$ cat src/rtl/prog_sequencer_pkg.sv
// prog_seq_pkg: shared types and defaults for the program launch sequencer.
package prog_seq_pkg;
    typedef enum logic [1:0] {IDLE, LOAD, RUN, DONE} state_t;
    typedef logic [1:0] prog_idx_t;
    localparam int START0_DEF = 0;
    localparam int START1_DEF = 256;
    localparam int START2_DEF = 512;
    function automatic prog_idx_t next_idx(prog_idx_t i, int n);
        return (int'(i) == n - 1) ? prog_idx_t'(0) : prog_idx_t'(i + 2'd1);
    endfunction
endpackage

$ cat src/rtl/prog_sequencer_if.sv
// prog_sequencer_if: req/ack handshake and core fetch-control bundle.
// PROG_CYCLE_COUNT_EN adds cyc_count and the WDOG_W parameter sizing it.
interface prog_sequencer_if
    import prog_seq_pkg::*;
#(
    parameter int PC_W = 10
`ifdef PROG_CYCLE_COUNT_EN
    , parameter int WDOG_W = 16
`endif
);
    logic            req;
    logic            ack;
    logic            halt;
    logic            core_run;
    logic            pc_load;
    logic [PC_W-1:0] pc_start;
    prog_idx_t       prog_idx;
    logic            busy;
    logic            timeout_err;
`ifdef PROG_CYCLE_COUNT_EN
    logic [WDOG_W-1:0] cyc_count;
    modport master (input req, halt,
                    output ack, core_run, pc_load, pc_start, prog_idx, busy, timeout_err, cyc_count);
    modport slave  (output req, halt,
                    input ack, core_run, pc_load, pc_start, prog_idx, busy, timeout_err, cyc_count);
`else
    modport master (input req, halt,
                    output ack, core_run, pc_load, pc_start, prog_idx, busy, timeout_err);
    modport slave  (output req, halt,
                    input ack, core_run, pc_load, pc_start, prog_idx, busy, timeout_err);
`endif
endinterface

$ cat src/rtl/prog_sequencer_watchdog.sv
// prog_watchdog: clearable RUN-cycle counter; tc flags the cycle whose increment reaches all-ones.
// count is exported only under PROG_CYCLE_COUNT_EN.
module prog_watchdog #(
    parameter int W = 16
) (
    input  logic         clk,
    input  logic         reset,
    input  logic         clr,
    input  logic         en,
`ifdef PROG_CYCLE_COUNT_EN
    output logic [W-1:0] count,
`endif
    output logic         tc
);
    logic [W-1:0] cnt;
    always_ff @(posedge clk or negedge reset)
        if (!reset)   cnt <= '0;
        else if (clr) cnt <= '0;
        else if (en)  cnt <= cnt + 1'b1;
    assign tc = en && (cnt == {{(W-1){1'b1}}, 1'b0});
`ifdef PROG_CYCLE_COUNT_EN
    assign count = cnt;
`endif
endmodule

$ cat src/rtl/prog_sequencer.sv
// prog_sequencer: launches resident programs on req, stalls the core between them, aborts runaways.
// Optional PROG_CYCLE_COUNT_EN adds cyc_count (RUN cycles of the last completed program).
module prog_sequencer
    import prog_seq_pkg::*;
#(
    parameter int PC_W     = 10,
    parameter int NUM_PROG = 3,
    parameter int START0   = START0_DEF,
    parameter int START1   = START1_DEF,
    parameter int START2   = START2_DEF,
    parameter int WDOG_W   = 16
) (
    input logic              clk,
    input logic              reset,
    prog_sequencer_if.master bus
);
    state_t          state, state_nx;
    logic            req_q, launch, run_end, wd_tc;
    logic [PC_W-1:0] start_sel;
`ifdef PROG_CYCLE_COUNT_EN
    logic [WDOG_W-1:0] wd_count;
`endif
    assign launch    = (state == IDLE || state == DONE) && bus.req && !req_q;
    assign run_end   = state == RUN && (bus.halt || wd_tc);
    assign start_sel = bus.prog_idx == 2'd0 ? PC_W'(START0) :
                       bus.prog_idx == 2'd1 ? PC_W'(START1) : PC_W'(START2);
    prog_watchdog #(.W(WDOG_W)) u_wdog (
        .clk   (clk),
        .reset (reset),
        .clr   (state == LOAD),
        .en    (state == RUN),
`ifdef PROG_CYCLE_COUNT_EN
        .count (wd_count),
`endif
        .tc    (wd_tc)
    );
    always_ff @(posedge clk or negedge reset)
        if (!reset) state <= IDLE;
        else        state <= state_nx;
    // ack/core_run/busy follow the state directly, so an async reset drops them at once
    always_comb begin
        state_nx     = launch ? LOAD : state == LOAD ? RUN : run_end ? DONE : state;
        bus.ack      = state == DONE;
        bus.core_run = state == RUN;
        bus.pc_load  = state == LOAD;
        bus.busy     = state == LOAD || state == RUN;
    end
    always_ff @(posedge clk or negedge reset)
        if (!reset) begin
            req_q           <= 1'b0;
            bus.pc_start    <= PC_W'(START0);
            bus.prog_idx    <= '0;
            bus.timeout_err <= 1'b0;
`ifdef PROG_CYCLE_COUNT_EN
            bus.cyc_count   <= '0;
`endif
        end else begin
            req_q <= bus.req;
            if (launch) bus.pc_start <= start_sel;
            if (run_end) begin
                bus.prog_idx <= next_idx(bus.prog_idx, NUM_PROG);
                if (!bus.halt) bus.timeout_err <= 1'b1;
`ifdef PROG_CYCLE_COUNT_EN
                bus.cyc_count <= wd_count + 1'b1;
`endif
            end
        end
endmodule

$ cat src/flat_wrapper.sv
// flat-port wrapper written by rule: the top's interface ports become plain ports
module prog_sequencer_flat import prog_seq_pkg::*;
#(
    parameter int PC_W     = 10,
    parameter int NUM_PROG = 3,
    parameter int START0   = START0_DEF,
    parameter int START1   = START1_DEF,
    parameter int START2   = START2_DEF,
    parameter int WDOG_W   = 16
)
  (clk, reset, bus_req, bus_halt, bus_ack, bus_core_run, bus_pc_load, bus_pc_start, bus_prog_idx, bus_busy, bus_timeout_err);
  prog_sequencer_if #(.PC_W(PC_W)) bus_i ();
  input logic clk;
  input logic reset;
  input wire logic [$bits(bus_i.req)-1:0] bus_req;
  input wire logic [$bits(bus_i.halt)-1:0] bus_halt;
  output wire logic [$bits(bus_i.ack)-1:0] bus_ack;
  output wire logic [$bits(bus_i.core_run)-1:0] bus_core_run;
  output wire logic [$bits(bus_i.pc_load)-1:0] bus_pc_load;
  output wire logic [$bits(bus_i.pc_start)-1:0] bus_pc_start;
  output wire logic [$bits(bus_i.prog_idx)-1:0] bus_prog_idx;
  output wire logic [$bits(bus_i.busy)-1:0] bus_busy;
  output wire logic [$bits(bus_i.timeout_err)-1:0] bus_timeout_err;
  assign bus_i.req = bus_req;
  assign bus_i.halt = bus_halt;
  assign bus_ack = bus_i.ack;
  assign bus_core_run = bus_i.core_run;
  assign bus_pc_load = bus_i.pc_load;
  assign bus_pc_start = bus_i.pc_start;
  assign bus_prog_idx = bus_i.prog_idx;
  assign bus_busy = bus_i.busy;
  assign bus_timeout_err = bus_i.timeout_err;
  prog_sequencer #(.PC_W(PC_W), .NUM_PROG(NUM_PROG), .START0(START0), .START1(START1), .START2(START2), .WDOG_W(WDOG_W)) u_core (.clk(clk), .reset(reset), .bus(bus_i));
endmodule
$ cat config.mk
export PLATFORM = sky130hd
export DESIGN_NAME = prog_sequencer_flat
export DESIGN_NICKNAME = d
export VERILOG_FILES = /design/src/rtl/prog_sequencer_pkg.sv /design/src/rtl/prog_sequencer_if.sv /design/src/rtl/prog_sequencer_watchdog.sv /design/src/rtl/prog_sequencer.sv /design/src/flat_wrapper.sv
export SDC_FILE = /design/constraint.sdc
export NUM_CORES = 1
export LEC_CHECK = 0
export ABC_AREA = 1
export BUFFER_PORTS_ARGS = -buffer_cell sky130_fd_sc_hd__buf_2
export CAP_MARGIN = 20
export CORE_ASPECT_RATIO = 1.25
export CORE_MARGIN = 2
export CORE_UTILIZATION = 30
export CTS_BUF_LIST = sky130_fd_sc_hd__clkbuf_4 sky130_fd_sc_hd__clkbuf_8
export CTS_CLUSTER_DIAMETER = 120
export DETAILED_ROUTE_END_ITERATION = 12
export SLEW_MARGIN = 20
export SYNTH_ARGS = -nofsm -noshare
export SYNTH_HDL_FRONTEND = slang
export SYNTH_SLANG_ARGS = --single-unit
$ cat constraint.sdc
create_clock -name clk -period 1.8 [get_ports clk]
set_input_delay 0.09 -clock clk [delete_from_list [all_inputs] [get_ports clk]]
set_output_delay 0.09 -clock clk [all_outputs]
set_load 0.01 [all_outputs]
=== Yosys cells after proc, flatten, opt, wreduce, memory -nomap -nowiden ===
Index checks and enable logic that the tools add are counted.

* Equal/unequal tests: 6
* Add/subtract/negate cells: 2
* Muxes and demuxes: 8
* Bitwise operators: 1
* Reduce and logical (&&, ||, !) cells: 13

{| class="wikitable"
|+ Operators with widths
! operator !! count
|-
| $mux W16 || 2
|-
| $mux W10 || 2
|-
| $add A16 B1 Y16 const B || 1
|-
| $eq A16 B16 Y1 const B || 1
|-
| $mux W2 || 4
|-
| $eq A2 B2 Y1 const B || 3
|-
| $eq A2 B1 Y1 const B || 2
|-
| $logic_and A1 B1 Y1 || 4
|-
| $logic_not A2 Y1 || 2
|-
| $logic_or A1 B1 Y1 || 3
|-
| $reduce_bool A3 Y1 || 1
|-
| $add A2 B1 Y2 const B || 1
|-
| $reduce_and A2 Y1 || 1
|-
| $reduce_bool A2 Y1 || 1
|-
| $logic_not A1 Y1 || 1
|-
| $not A1 Y1 || 1
|}

* Flip-flop bits (word level): 32
* Bits of input ports: 4
* Output and inout bits: 17

=== Longest topological paths before layout ===
* Depth after elaboration: 7
* Depth in mapped cells: 12
* Depth with buffers taken out: 11

=== Hierarchy ===
A second synthesis with hierarchy kept.

* Cell total of the unflattened synthesis: 181
* Area total of the unflattened synthesis: 1407.6 µm²

{| class="wikitable"
|+ Modules (own cells, without submodules)
! module !! cells an instance !! sequential area each (µm²) !! area each (µm²) !! instances
|-
| prog_watchdog || 131 || 400.4 || 957.2 || 1
|-
| prog_sequencer || 50 || 200.2 || 450.4 || 1
|}

=== Least setup slack after synthesis ===
Ideal clock, no wire load.

* Path kind: reg-to-reg
* Start: register u_core.state[0]
* End: register u_core.u_wdog.cnt[12]
* Setup time: 0.069 ns
* Cell stages (with the launch flop): 13
* Arrival time: 1.545 ns
* Data required time: 1.731 ns
* Clock period less this slack: 1.614 ns
* Path slack: 0.186 ns
* Path through: dfrtp_1 -> inv_1 -> ha_1 -> buf_6 -> clkinv_4 -> nand2_4 -> nor2_8 -> nand2_4 -> nor2_4 -> nand2_2 -> o21ai_2 -> nand2_1 -> nor2_2

* Cells in the longest elaborated chain, start to end: 2
* Elaborated cells on any way between the ends: 4
* Classes of those cells: eq/ne: 2; mux: 1; reduce/logical: 1

{| class="wikitable"
|+ RTL lines
! what !! RTL line !! source
|-
| start: declaration || prog_sequencer.sv:17 || <nowiki>state_t state, state_nx;</nowiki>
|-
| start signal: assignment || prog_sequencer.sv:39 || <nowiki>else state <= state_nx;</nowiki>
|-
| $eq A2 B1 Y1 / $eq A2 B2 Y1 (equally long branches) || prog_sequencer.sv:30, prog_sequencer.sv:31 ||
|-
| $mux W16 / $reduce_bool A2 Y1 (equally long branches) || - ||
|-
| end signal: assignment || prog_sequencer_watchdog.sv:19 || <nowiki>else if (en) cnt <= cnt + 1'b1;</nowiki>
|-
| end: declaration || prog_sequencer_watchdog.sv:15 || <nowiki>logic [W-1:0] cnt;</nowiki>
|}

Several ways; a longest one is shown, not always the timed one.
A chain may end at the register's enable or synchronous reset.

=== Final worst setup path ===
* Start: register u_core.state[1]
* End: register u_core.u_wdog.cnt[12]

Same word-level chain as after synthesis.

==> results.md <==
* Max-cap violations at 0
* CTS tree: done
* CTS buffer count at 3
* Slack of the critical path at 0.1449 ns
* Post-DP HPWL at 2179 um
* Commonest non-fill, non-tap cell in the layout: nand2_1
* Vias in the first global route at between 1k and 1.5k
* Share of layout cells above drive strength 1 at about 22%
* Grt total ovfl at 0
* Buf+Inv Stages, Crit Path at 1
* Core footprint at about 4700 um2
* WP data required at slightly below 2 ns
* Crit path DAT at around 1.8 ns
* H-tree levels at 1
* Syn Area/Cell at roughly 8.2 um2
* Max FO, Critical Path at 6
* Rel. slew slack at between 60 and 70%
* Clock Skews at ~0.0060 ns
* Nets at 210
* First-pass GRT wire length at 5168 um
* Placer Congestion at 0.7814
* Clk sinks at 24
* Finish-stage setup viols at 0
* Clock-pin slew on the worst setup and hold paths at roughly 0.090 ns
* Critical path capture point type: register
* Antenna viol nets, final at 0
* Setup WS pre-CTS at around 0.15 ns
* Cell variety after synth at 25
* Critical path's top delay family: simple AND/OR/NAND/NOR gates
* Crit-path cells: ha_1 -> clkinv_4 -> nand2_4 -> nor2_8 -> nand3_1 -> nor2_1 -> nand3_1 -> nand2_1 -> nor2_2
* Initial DRT Pass Iterations at 4
* Critical path's largest stage delay at just over 0.4 ns
* Synth Instances at 180
* Vias at about 1.1k
* Commonest cells after routing, fill and taps aside: nand2_1 (36), inv_1 (27), dfrtp_1 (24)
* Cell Area, Synth at ~1500 um2
* Vias per cell at between 4 and 5
* Flops & latches, synth at 24
* Num rows at 28
* Period utilization at between 90% and 100%
* Worst-Skew Late Latency at 0.27 ns
* Placed Cells at around 250
* P&R area growth vs syn at 13.94%
* Total Wirelength at around 2900 um
* Max Slew Vio Count at 0
* Die footprint at 5519 um2
* Initial DRC count at 23
* GRT Overall Usage at 12.44%
* Worst-margin pin slew at between 0.5 and 0.6 ns
* Die Span X at between 60 and 70 um
* Worst Setup Path Type: register to register
* Initial Util at between 30 and 40%
* Largest net degree at the start of global routing at 25
* Initial antenna violation count at 0
* CTS Root Cell: clkbuf_8
* Outcome: completed
* Warnings, synthesis at 0
* Max VDD drop at 0.0007638 V
* Worst hold-check path type: input port to register
* Fin cells at 259
* Maximum clock path buffer count at 2
* Power Dens Cells at about 1300 nW/um2
* Fin. Hold Viols at 0
* Crit path time final at about 1.7 ns
* CP max-delay cell: dfrtp_1
* DRC at 0
* Register area share after synthesis at 40.54%
* Max Fclk at 604.2 MHz
* Number of buffers added on ports at 12
* LEAKAGE at 0.8683 nW
* Util after Layout at 35.69%
* Most frequent CP cell: nand3_1
* Io pins at 21
* Startpoint types: register
* WL/cell at between 10 and 15 um
* Diodes inserted at 0
* Die height at approximately 83 um
-- stage by stage --
step | cell area [um2] | hold WS, ns | power, mW | TNS, ns
floorplan | 1508 | -0.2056 | 1.492 | 0
global placement | 1594 | 0.1175 | 1.743 | 0
detailed placement | 1594 | 0.1221 | 1.753 | 0
CTS | 1685 | 0.004339 | 2.245 | 0
global route | 1688 | 0.001480 | 2.412 | -0.002413
finish | 1688 | 0.006597 | 2.223 | 0
-- metal layers --
layer,vias up,GRT usage (%),share of wire (%),routed length (um)
li1,593,-,-,-
met1,529,14.39,43,1257
met2,17,22.40,52,1503
met3,4,1.626,2.7,77
met4,0,6.122,1.9,55
met5,-,0,0,0
-- synthesized netlist by cell type, drive strengths merged --
cell type	number	area share (%)
nand2	42	13
dfrtp	24	41
conb	1	0.25
nor3	5	2.4
nand3	11	4.7
o21bai	1	0.76
a31oi	1	0.42
nand4	7	3.0
nor3b	1	0.51
buf	9	4.8
inv	27	6.8
clkinv	1	0.59
ha	6	5.1
a21oi	8	2.7
o21ai	14	5.7
nor2	22	8.4
-- logic make-up (layout without fill, tap and decap cells) --
kind of cell | after synthesis | count (layout) | synth area share [%]
simple gates | 88 | 88 | 32.26
buf+inv | 37 | 49 | 12.25
compound gates | 24 | 24 | 9.629
flops | 24 | 24 | 40.54
fa+ha+maj | 6 | 6 | 5.067
other cells | 1 | 8 | 0.2531
-- registers in the layout, summed over array words and instances (netlist names) --
signal / cells
u_core.bus.timeout_err: 1
u_core.bus.pc_start: 2
u_core.req_q: 1
u_core.state: 2
u_core.u_wdog.cnt: 16
u_core.bus.prog_idx: 2
-- worst paths after layout --
| check | startpoint | end | cells past startpoint | slack (ns) |
|---|---|---|---|---|
| max | u_core.state[1] | u_core.u_wdog.cnt[12] | 9 | 0.14 |
| min | bus_halt | u_core.bus.timeout_err | 2 | 0.007 |
| max reg2reg | u_core.state[1] | u_core.u_wdog.cnt[12] | 9 | 0.14 |
| min reg2reg | u_core.bus.timeout_err | u_core.bus.timeout_err | 1 | 0.48 |
| max in group asynchronous | reset | u_core.state[0] | 2 | 1.10 |
| min in group asynchronous | reset | u_core.u_wdog.cnt[7] | 2 | 0.33 |
-- power by group --
part | internal (mW) | switching, mW
registers | 0.663 | 0.122
logic | 0.348 | 0.603
clock network | 0.298 | 0.188
-- area by class of cell --
| class | count | area [um2] |
|---|---|---|
| fillers | 505 | 3042 |
| multi-input cells | 126 | 728.2 |
| flip-flops and latches | 24 | 600.6 |
| inverters | 28 | 110.1 |
| repair buffers | 17 | 102.6 |
| well taps | 60 | 75.07 |
| clock buffers | 3 | 41.29 |
| clock inverters | 1 | 30.03 |
-- repair_timing --
| action | CTS | global route |
|---|---|---|
| endpoints found under the setup margin | 0 | 1 |
| gates resized for setup | 0 | 1 |
| hold buffers | 2 | 0 |
| setup buffers | 0 | 0 |
| hold endpoints to repair | 25 | 0 |
Power figures use the tool's default switching activity.
